--- src/rtl/jt9346_ctrl.sv ---
`default_nettype none
// ============================================================================
// Module   : jt9346_ctrl
// Brief    : Microwire master turning parallel commands into 93C46-style
//            frames, with read capture and ready/busy polling.
// Revision : 1.0
// ============================================================================
module jt9346_ctrl #(
    parameter int AW   = 6,
    parameter int DW   = 16,
    parameter int DIV  = 2,
    parameter int TOUT = 4096
) (
    input  logic          clk,
    input  logic          rst,
    input  logic          cmd_valid,
    output logic          cmd_ready,
    input  logic [2:0]    cmd_op,
    input  logic [AW-1:0] cmd_addr,
    input  logic [DW-1:0] cmd_din,
    output logic [DW-1:0] rd_data,
    output logic          done,
    output logic          err,
    output logic          scs,
    output logic          sclk,
    output logic          sdi,
    input  logic          sdo
);

    localparam int c_FL = 3 + AW + DW;
    localparam int c_CW = $clog2(2 * DIV + 1);
    localparam int c_BW = $clog2(c_FL + 1);
    localparam int c_PW = $clog2(TOUT + 1);

    localparam logic [c_CW-1:0] c_HALF_M1 = c_CW'(DIV - 1);
    localparam logic [c_CW-1:0] c_HALF    = c_CW'(DIV);
    localparam logic [c_CW-1:0] c_PER_M1  = c_CW'(2 * DIV - 1);
    localparam logic [c_BW-1:0] c_HDR_M1  = c_BW'(3 + AW - 1);
    localparam logic [c_BW-1:0] c_FULL_M1 = c_BW'(c_FL - 1);
    localparam logic [c_BW-1:0] c_DW_M1   = c_BW'(DW - 1);
    localparam logic [c_PW-1:0] c_TOUT_M1 = c_PW'(TOUT - 1);

    localparam logic [2:0] c_OP_READ  = 3'd0;
    localparam logic [2:0] c_OP_WRITE = 3'd1;
    localparam logic [2:0] c_OP_ERASE = 3'd2;
    localparam logic [2:0] c_OP_EWEN  = 3'd3;
    localparam logic [2:0] c_OP_EWDS  = 3'd4;
    localparam logic [2:0] c_OP_ERAL  = 3'd5;
    localparam logic [2:0] c_OP_WRAL  = 3'd6;
    localparam logic [2:0] c_OP_ILL   = 3'd7;

    localparam logic [2:0] c_ST_IDLE  = 3'd0;
    localparam logic [2:0] c_ST_SHIFT = 3'd1;
    localparam logic [2:0] c_ST_RDIN  = 3'd2;
    localparam logic [2:0] c_ST_GAP   = 3'd3;
    localparam logic [2:0] c_ST_POLL  = 3'd4;
    localparam logic [2:0] c_ST_END   = 3'd5;

    logic [2:0]      r_state, w_state;
    logic [c_CW-1:0] r_cnt, w_cnt;
    logic [c_BW-1:0] r_bit, w_bit;
    logic [c_BW-1:0] r_last_bit, w_last_bit;
    logic [c_PW-1:0] r_pcnt, w_pcnt;
    logic [2:0]      r_op, w_op;
    logic [c_FL-1:0] r_sh, w_sh;
    logic [DW-1:0]   r_rsh, w_rsh;
    logic            r_err, w_err;
    logic [DW-1:0]   r_rd_data;

    logic [1:0]      w_opc;
    logic [AW-1:0]   w_addr;
    logic [DW-1:0]   w_data;
    logic            w_has_data;
    logic [c_FL-1:0] w_frame;
    logic            w_per_end;
    logic            w_ld_rd;

    // Frame image for the incoming command: start bit, opcode, address, data.
    always_comb begin
        w_opc  = 2'b00;
        w_addr = cmd_addr;
        w_data = '0;
        case (cmd_op)
            c_OP_READ:  w_opc = 2'b10;
            c_OP_WRITE: begin
                w_opc  = 2'b01;
                w_data = cmd_din;
            end
            c_OP_ERASE: w_opc = 2'b11;
            c_OP_EWEN: begin
                w_addr = '0;
                w_addr[AW-1 -: 2] = 2'b11;
            end
            c_OP_EWDS:  w_addr = '0;
            c_OP_ERAL: begin
                w_addr = '0;
                w_addr[AW-1 -: 2] = 2'b10;
            end
            c_OP_WRAL: begin
                w_addr = '0;
                w_addr[AW-1 -: 2] = 2'b01;
                w_data = cmd_din;
            end
            default: ;
        endcase
    end

    assign w_has_data = (cmd_op == c_OP_WRITE) || (cmd_op == c_OP_WRAL);
    assign w_frame    = {1'b1, w_opc, w_addr, w_data};
    assign w_per_end  = (r_cnt == c_PER_M1);

    always_comb begin
        w_state    = r_state;
        w_cnt      = r_cnt;
        w_bit      = r_bit;
        w_last_bit = r_last_bit;
        w_pcnt     = r_pcnt;
        w_op       = r_op;
        w_sh       = r_sh;
        w_rsh      = r_rsh;
        w_err      = r_err;
        case (r_state)
            c_ST_IDLE: begin
                if (cmd_valid) begin
                    w_op  = cmd_op;
                    w_cnt = '0;
                    w_bit = '0;
                    w_err = 1'b0;
                    // Illegal op lands directly on the final END cycle: no bus activity.
                    if (cmd_op == c_OP_ILL) begin
                        w_state = c_ST_END;
                        w_cnt   = c_HALF_M1;
                        w_err   = 1'b1;
                    end else begin
                        w_state    = c_ST_SHIFT;
                        w_sh       = w_frame;
                        w_last_bit = w_has_data ? c_FULL_M1 : c_HDR_M1;
                    end
                end
            end
            c_ST_SHIFT: begin
                if (w_per_end) begin
                    w_cnt = '0;
                    w_sh  = {r_sh[c_FL-2:0], 1'b0};
                    w_bit = r_bit + 1'b1;
                    if (r_bit == r_last_bit) begin
                        w_bit = '0;
                        if (r_op == c_OP_READ)
                            w_state = c_ST_RDIN;
                        else if ((r_op == c_OP_EWEN) || (r_op == c_OP_EWDS))
                            w_state = c_ST_END;
                        else
                            w_state = c_ST_GAP;
                    end
                end else begin
                    w_cnt = r_cnt + 1'b1;
                end
            end
            c_ST_RDIN: begin
                if (w_per_end) begin
                    w_cnt = '0;
                    w_rsh = {r_rsh[DW-2:0], sdo};
                    w_bit = r_bit + 1'b1;
                    if (r_bit == c_DW_M1) begin
                        w_bit   = '0;
                        w_state = c_ST_END;
                    end
                end else begin
                    w_cnt = r_cnt + 1'b1;
                end
            end
            c_ST_GAP: begin
                if (r_cnt == c_HALF_M1) begin
                    w_cnt   = '0;
                    w_pcnt  = '0;
                    w_state = c_ST_POLL;
                end else begin
                    w_cnt = r_cnt + 1'b1;
                end
            end
            c_ST_POLL: begin
                // The first poll sample still reflects the bus before CS re-rose.
                if ((r_pcnt != '0) && sdo) begin
                    w_cnt   = '0;
                    w_state = c_ST_END;
                end else if (r_pcnt == c_TOUT_M1) begin
                    w_cnt   = '0;
                    w_err   = 1'b1;
                    w_state = c_ST_END;
                end else begin
                    w_pcnt = r_pcnt + 1'b1;
                end
            end
            c_ST_END: begin
                if (r_cnt == c_HALF_M1)
                    w_state = c_ST_IDLE;
                else
                    w_cnt = r_cnt + 1'b1;
            end
            default: w_state = c_ST_IDLE;
        endcase
    end

    // Read result becomes visible exactly in the cycle done pulses.
    assign w_ld_rd = (w_state == c_ST_END) && (w_cnt == c_HALF_M1) && (w_op == c_OP_READ);

    always_ff @(posedge clk) begin
        if (rst) begin
            r_state    <= c_ST_IDLE;
            r_cnt      <= '0;
            r_bit      <= '0;
            r_last_bit <= '0;
            r_pcnt     <= '0;
            r_op       <= c_OP_READ;
            r_sh       <= '0;
            r_rsh      <= '0;
            r_err      <= 1'b0;
            r_rd_data  <= '0;
        end else begin
            r_state    <= w_state;
            r_cnt      <= w_cnt;
            r_bit      <= w_bit;
            r_last_bit <= w_last_bit;
            r_pcnt     <= w_pcnt;
            r_op       <= w_op;
            r_sh       <= w_sh;
            r_rsh      <= w_rsh;
            r_err      <= w_err;
            if (w_ld_rd)
                r_rd_data <= w_rsh;
        end
    end

    assign cmd_ready = (r_state == c_ST_IDLE);
    assign done      = (r_state == c_ST_END) && (r_cnt == c_HALF_M1);
    assign err       = done && r_err;
    assign rd_data   = r_rd_data;
    assign scs       = (r_state == c_ST_SHIFT) || (r_state == c_ST_RDIN) || (r_state == c_ST_POLL);
    assign sclk      = ((r_state == c_ST_SHIFT) || (r_state == c_ST_RDIN)) && (r_cnt >= c_HALF);
    assign sdi       = (r_state == c_ST_SHIFT) && r_sh[c_FL-1];

endmodule
`default_nettype wire
--- config.mk ---
export PLATFORM = sky130hd
export DESIGN_NAME = jt9346_ctrl
export DESIGN_NICKNAME = d
export VERILOG_FILES = /design/src/rtl/jt9346_ctrl.sv
export SDC_FILE = /design/constraint.sdc
export NUM_CORES = 1
export LEC_CHECK = 0
export CORE_ASPECT_RATIO = 1.5
export CORE_UTILIZATION = 38
export CTS_CLUSTER_DIAMETER = 50
export DETAILED_ROUTE_END_ITERATION = 10
export DONT_BUFFER_PORTS = 1
export GPL_ROUTABILITY_DRIVEN = 0
export PLACE_DENSITY = 0.63
export SLEW_MARGIN = 5
export SYNTH_ARGS = -nofsm -noshare
export SYNTH_HDL_FRONTEND = slang
export SYNTH_SLANG_ARGS = --single-unit
--- constraint.sdc ---
create_clock -name clk -period 3.59 [get_ports clk]
set_clock_uncertainty 0.1 [all_clocks]
set_input_delay 0.5385 -clock clk [delete_from_list [all_inputs] [get_ports clk]]
set_output_delay 0.5385 -clock clk [all_outputs]
set_load 0.05 [all_outputs]
==> flow_summary.yaml, run 1 <==
outcome:
  status: "completed"
critical_path:
  r2r-start: "r_state[0]$_SDFF_PP0_"
  cp.arrival_ns: 3.10
  r2r_cells: 7
  crit_path_max_fanout: 22
  critical_path_class: "reg2reg"
  cp_data_required_time_ns: 3.72
  r2r_end: "rd_data[8]$_SDFFE_PP0P_"
  r2r_slack_ns: 0.63
  crit_start: "r_state[0]$_SDFF_PP0_"
  worst_setup_path_end_kind: "flop"
  crit_end: "rd_data[8]$_SDFFE_PP0P_"
  cp-start-kind: "flop"
yosys:
  syn_avg_cell_area_um2: 8.38
  synth-seq-cells: 87
  syn_inst: 517
  synth_top_area_share_pct: 40.2
  synth_area_mm2: 0.00433
  ys_warn_count: 0
  yosysSeqAreaShare_pct: 40.2
  ys_top_cells_by_area: "dfxtp_1, nand2_1, nor2_1"
  yosysTopAreaCell: "dfxtp_1"
  syn-num-nets: 557
  async_reset_ff_share_pct: 0
  synth_edf_count: 0
  synthDistinctLibCells: 62
  synth-main-ff-cell: "dfxtp_1"
route:
  drt-pass1-iter-count: 5
  met3_length_um: 529
  drc: 0
  vias: 3575
  wl_per_cell_um: 14.4
  top_layer_used: "met4"
  drt-total-wl_mm: 9.46
  vias_per_cell: 5.43
  first_iter_violations: 186
  postRouteAntennaNets: 0
  wl_met2_mm: 4.77
  wl_met1_mm: 3.93
timing:
  fin_crit_ns: 2.96
  hold_violations: 0
  timing.fmax_ghz: 0.338
  relSlewSlack_pct: 28.4
  setup_ws_ns: 0.627
  setup-tns-final_ns: 0
  final.period_utilization_pct: 82.5
  worstMarginPinSlew_ns: 1.07
  rsz0062_at_grt: "false"
  report.final.slew_viol_count: 0
  finalSetupViolations: 0
cts:
  cts_buffers: 9
  clk_pin_slew_ns: 0.07
  h-tree-depth: 3
  cts_hold_buffers: 0
  post-cts-setup-buffers: 0
  cts_tree: "yes"
  clk_latency_ns: 0.34
  root_buffer: "clkbuf_16"
  cts_resized: 0
  clock_sinks: 87
  clockBufferDepth: 2
flow_run:
  drv_cap: 0
cells_and_area:
  regArea_mm2: 0.00174
  nFillCells: 1170
  synthToLayoutAreaGrowth_pct: 10.1
  final_cell_mix: "dfxtp_1, nand2_1, nor2_1, a21oi_1"
  drive_gt1_share_pct: 8.22
  layout_commonest_cell: "dfxtp_1"
  n_antenna_cell: 0
  final_nets: 546
  multi_input_area_mm2: 0.00239
worst_hold_path:
  hold_start: "rst"
  min_path_type: "in2reg"
pwr:
  seqPwrFrac_pct: 46.5
  cellPowerDensity_mw_per_mm2: 464
  p_switching_w: 0.000579
  switching_share_pct: 26.1
  power_frac_comb_pct: 9.5
  p_leak_nw: 1.75
  pwr-share-clk_pct: 44.0
  p_int_w: 0.00164
  ir_worst_vdd_uv: 313
floorplan:
  io_pins: 51
  die_h_um: 133
  die_x_um: 89.2
  num_rows: 47
  fp.coreArea_mm2: 0.0111
  start_util_pct: 39.2
  die-area_mm2: 0.0118
global_route:
  grt_max_degree: 74
  first_global_vias: 3452
  grt_use_total_pct: 16.8
  grt_pass1_wl_mm: 15.8
  antenna_found_initial: 0
  grt_overflow: 0
placement:
  port_buffers: 0
  pre_cts_ws_ns: 0.668
  dp_hpwl_mm: 6.58
## cell type report
class / count / area share [%]
Multi-Input combinational cell: 380 / 50.1
Sequential cell: 87 / 36.5
Clock buffer: 9 / 4.72
Tap cell: 147 / 3.86
Clock inverter: 7 / 1.84
Timing Repair Buffer: 10 / 1.57
Inverter: 18 / 1.42
## cells in the mapped netlist (2+ instances only)
master	n
xor2_1	12
nand3_1	17
inv_1	17
nand3b_1	3
a21o_1	2
nor4b_2	2
and3b_1	3
mux2_2	6
nand4b_1	4
a211oi_1	21
nor4b_1	2
xnor2_1	5
and4_1	2
a221oi_1	2
nand4_1	6
o211ai_1	2
nand2_1	60
and3_1	9
nor2b_1	20
clkbuf_1	25
nor2_1	59
nor4_1	3
a21oi_1	40
o21ai_0	10
buf_4	2
nand2b_1	8
nor3b_1	2
and2_1	3
a311oi_1	5
a22oi_1	16
nor3_2	2
buf_2	3
o21a_1	2
or3_1	2
nor3_1	7
mux2_1	10
dfxtp_1	87
o32ai_1	2
ha_1	11
## worst max-delay path, cell delays in order, from the launching register on
cell      delay (ns)
dfxtp_1         0.81
clkinv_1        0.43
or4_1           0.58
o211ai_1        0.11
a211o_1         0.21
nor4_4          0.05
buf_4           0.23
mux2_1          0.33
## registers in the layout, indices dropped and copies added, names as in the netlist
register,cells
r_state,3
rd_data,16
r_err,1
r_op,3
r_bit,5
r_sh,25
r_cnt,3
r_pcnt,13
r_last_bit,2
r_rsh,16
## routing by layer
metal	vias to the layer above	global-route usage, %
met2	86	29.4
met3	20	4.55
met1	1665	18.9
li1	1804	-
met5	-	0
met4	0	6.70
## metrics by stage
stage / cells / power, W / utilization (%) / hold slack [ns] / cell area (um2)
global route: 658 / 0.00230 / 43.2 / 0.164 / 4770
floorplan: 517 / 0.00123 / - / 0.337 / 4330
finish: 658 / 0.00221 / 43.2 / 0.179 / 4770
detailed placement: 642 / 0.00126 / 40.3 / 0.343 / 4460
CTS: 658 / 0.00224 / 43.2 / 0.156 / 4770
global placement: 642 / 0.00126 / 40.3 / 0.340 / 4460
## cell families after synthesis
group / after synthesis / synth area share, %
flip-flops: 87 / 40.2
multiplexers: 17 / 4.39
AO/OA/AOI/OAI: 116 / 18.0
adder cells (fa/ha/maj): 11 / 3.18
AND/OR/NAND/NOR: 219 / 26.1
XOR/XNOR: 17 / 3.44
buffers and inverters: 50 / 4.76
## power groups by stage
stage          logic, W  registers (W)  clock network (W)
2_1_floorplan  0.000192        0.00104                  0
3_3_place_gp   0.000208        0.00105                  0
3_5_place_dp   0.000212        0.00105                  0
4_1_cts        0.000213        0.00103           0.000993
5_1_grt        0.000237        0.00104            0.00102
6_report       0.000211        0.00103           0.000973
## worst min-delay path by stage
| stage | end | slack [ns] | cells past startpoint |
|---|---|---|---|
| final | r_rsh[8]$_SDFF_PP0_ | 0.18 | 1 |
| after global routing | r_rsh[10]$_SDFF_PP0_ | 0.16 | 1 |
| after CTS | r_bit[2]$_SDFFE_PP0P_ | 0.16 | 1 |
| after detailed placement | r_rsh[15]$_SDFF_PP0_ | 0.34 | 2 |
| after global placement | r_rsh[15]$_SDFF_PP0_ | 0.34 | 2 |
| after floorplan | r_rsh[15]$_SDFF_PP0_ | 0.34 | 2 |
Power figures use the tool's default switching activity.
==> inputs of run 2 (changes only) <==
Clock period 3.59 ns to 3.1 ns, I/O delays scaled along.
==> run 2 against run 1 <==
  * Register-to-register slack got worse by 0.47 ns
  * Combinational power rose by 18%
  * Power rose by 16%
  * Global-route usage rose by 0.68 points
  * Worst setup slack got worse by 0.47 ns
  * Maximum frequency rose by 0.66%
  * Via count rose by 2.2%
  * Sequential share of layout area fell by 0.22 points
  * Utilization rose by 0.26 points
  * Largest cell class unchanged
  * Largest power group unchanged
==> flow_summary.yaml, run 2 (same netlist as run 1, synthesis figures left out) <==
critical_path:
  worst_setup_path_end_kind: "flop"
  cp_data_required_time_ns: 3.24
  cp.arrival_ns: 3.08
  cp-start-kind: "flop"
  critical_path_class: "reg2reg"
  crit_path_max_fanout: 22
cells_and_area:
  synthToLayoutAreaGrowth_pct: 10.8
  fin_util_pct: 43.4
  regMostFlops: "r_sh"
  layout_commonest_cell: "dfxtp_1"
  n_antenna_cell: 0
  final_cell_mix: "dfxtp_1, nand2_1, nor2_1, a21oi_1"
  drive_gt1_share_pct: 8.93
  final_nets: 550
  largest_reg_flops: 25
global_route:
  antenna_found_initial: 0
  first_global_vias: 3480
  grt_overflow: 0
  grt_max_degree: 74
  grt_pass1_wl_mm: 16.4
  grt_use_total_pct: 17.5
floorplan:
  fp.coreArea_mm2: 0.0111
  die_x_um: 89.2
  start_util_pct: 39.2
  die-area_mm2: 0.0118
  num_rows: 47
  die_h_um: 133
  io_pins: 51
timing:
  setup-tns-final_ns: 0
  fin_crit_ns: 2.94
  relSlewSlack_pct: 28.5
  worstMarginPinSlew_ns: 1.07
  report.final.slew_viol_count: 0
  rsz0062_at_grt: "false"
  hold_violations: 0
  finalSetupViolations: 0
  timing.fmax_ghz: 0.340
  final.period_utilization_pct: 94.9
cts:
  clk_pin_slew_ns: 0.07
  clock_sinks: 87
  clk_latency_ns: 0.34
  cts_resized: 0
  root_buffer: "clkbuf_16"
  clockBufferDepth: 2
  cts_tree: "yes"
  post-cts-setup-buffers: 0
  cts_buffers: 9
  cts_hold_buffers: 0
  h-tree-depth: 3
pwr:
  power_w: 0.00257
  ir_worst_vdd_uv: 284
  power_frac_comb_pct: 9.7
  seqPwrFrac_pct: 46.4
  p_int_w: 0.00190
  p_leak_nw: 1.77
  p_switching_w: 0.000674
  pwr-share-clk_pct: 43.9
  cellPowerDensity_mw_per_mm2: 536
  switching_share_pct: 26.2
placement:
  port_buffers: 0
  dp_hpwl_mm: 6.65
route:
  vias: 3653
  drt-total-wl_mm: 9.71
  drt-pass1-iter-count: 4
  first_iter_violations: 189
  wl_per_cell_um: 14.7
  vias_per_cell: 5.52
  postRouteAntennaNets: 0
  drc: 0
flow_run:
  drv_cap: 0
outcome:
  status: "completed"
worst_hold_path:
  min_path_type: "in2reg"
[run 2: cell count changes in the layout (fill, tap and decap cells not counted)]
| cell | delta |
|---|---|
| buf_4 | +4 |
| clkinv_4 | -2 |
| clkinvlp_4 | +1 |
| inv_6 | +1 |
[run 2: stage by stage]
stage | area (um2) | setup slack, ns | instances | hold slack (ns)
floorplan | 4330 | 0.0453 | 517 | 0.337
global placement | 4490 | 0.278 | 646 | 0.339
detailed placement | 4490 | 0.194 | 646 | 0.341
CTS | 4800 | 0.188 | 662 | 0.0767
global route | 4800 | 0.0484 | 662 | 0.0853
finish | 4800 | 0.157 | 662 | 0.0943
[run 2: worst paths after layout]
| path | startpoint | endpoint | slack (ns) | cells after the start |
|---|---|---|---|---|
| hold reg to reg | r_rsh[15]$_SDFF_PP0_ | r_rsh[15]$_SDFF_PP0_ | 0.35 | 2 |
| hold / removal | rst | r_rsh[8]$_SDFF_PP0_ | 0.09 | 1 |
| setup reg to reg | r_state[0]$_SDFF_PP0_ | rd_data[4]$_SDFFE_PP0P_ | 0.16 | 7 |
| setup / recovery | r_state[0]$_SDFF_PP0_ | rd_data[4]$_SDFFE_PP0P_ | 0.16 | 7 |
[run 2: power groups by stage]
stage / sequential [W] / combinational [W] / clock [W]
after global placement: 0.00122 / 0.000243 / 0
after detailed placement: 0.00122 / 0.000250 / 0
after floorplan: 0.00120 / 0.000222 / 0
after CTS: 0.00119 / 0.000250 / 0.00115
final: 0.00119 / 0.000250 / 0.00113
after global routing: 0.00120 / 0.000280 / 0.00120
[run 2: per-layer routing]
layer / global-route usage [%] / vias up / part of all wire [%]
met4: 6.70 / 0 / 1.9
met1: 20.8 / 1739 / 42
met5: 0 / - / 0
met2: 29.6 / 79 / 51
met3: 4.49 / 19 / 5.0
li1: - / 1816 / -
[run 2: cell type report]
type | instances | area, um2
fill | 1167 | 6260
clock buffer | 9 | 225
timing repair buffer | 14 | 105
inverter | 18 | 67.6
sequential | 87 | 1740
multi-input combinational | 380 | 2390
tap | 147 | 184
clock inverter | 7 | 86.3
[run 2: worst max-delay path, cell delays in order, from the launching register on]
cell	delay (ns)
dfxtp_1	0.56
nor4b_2	0.71
nand2_1	0.19
o2111ai_1	0.15
o32ai_1	0.16
nor4_4	0.30
buf_4	0.29
mux2_2	0.37
==> inputs of run 3 (changes only) <==
Settings changed: TNS_END_PERCENT set to 30.
==> results of run 3 <==
No change in the layout: final DEF, timing and power equal those of run 2.
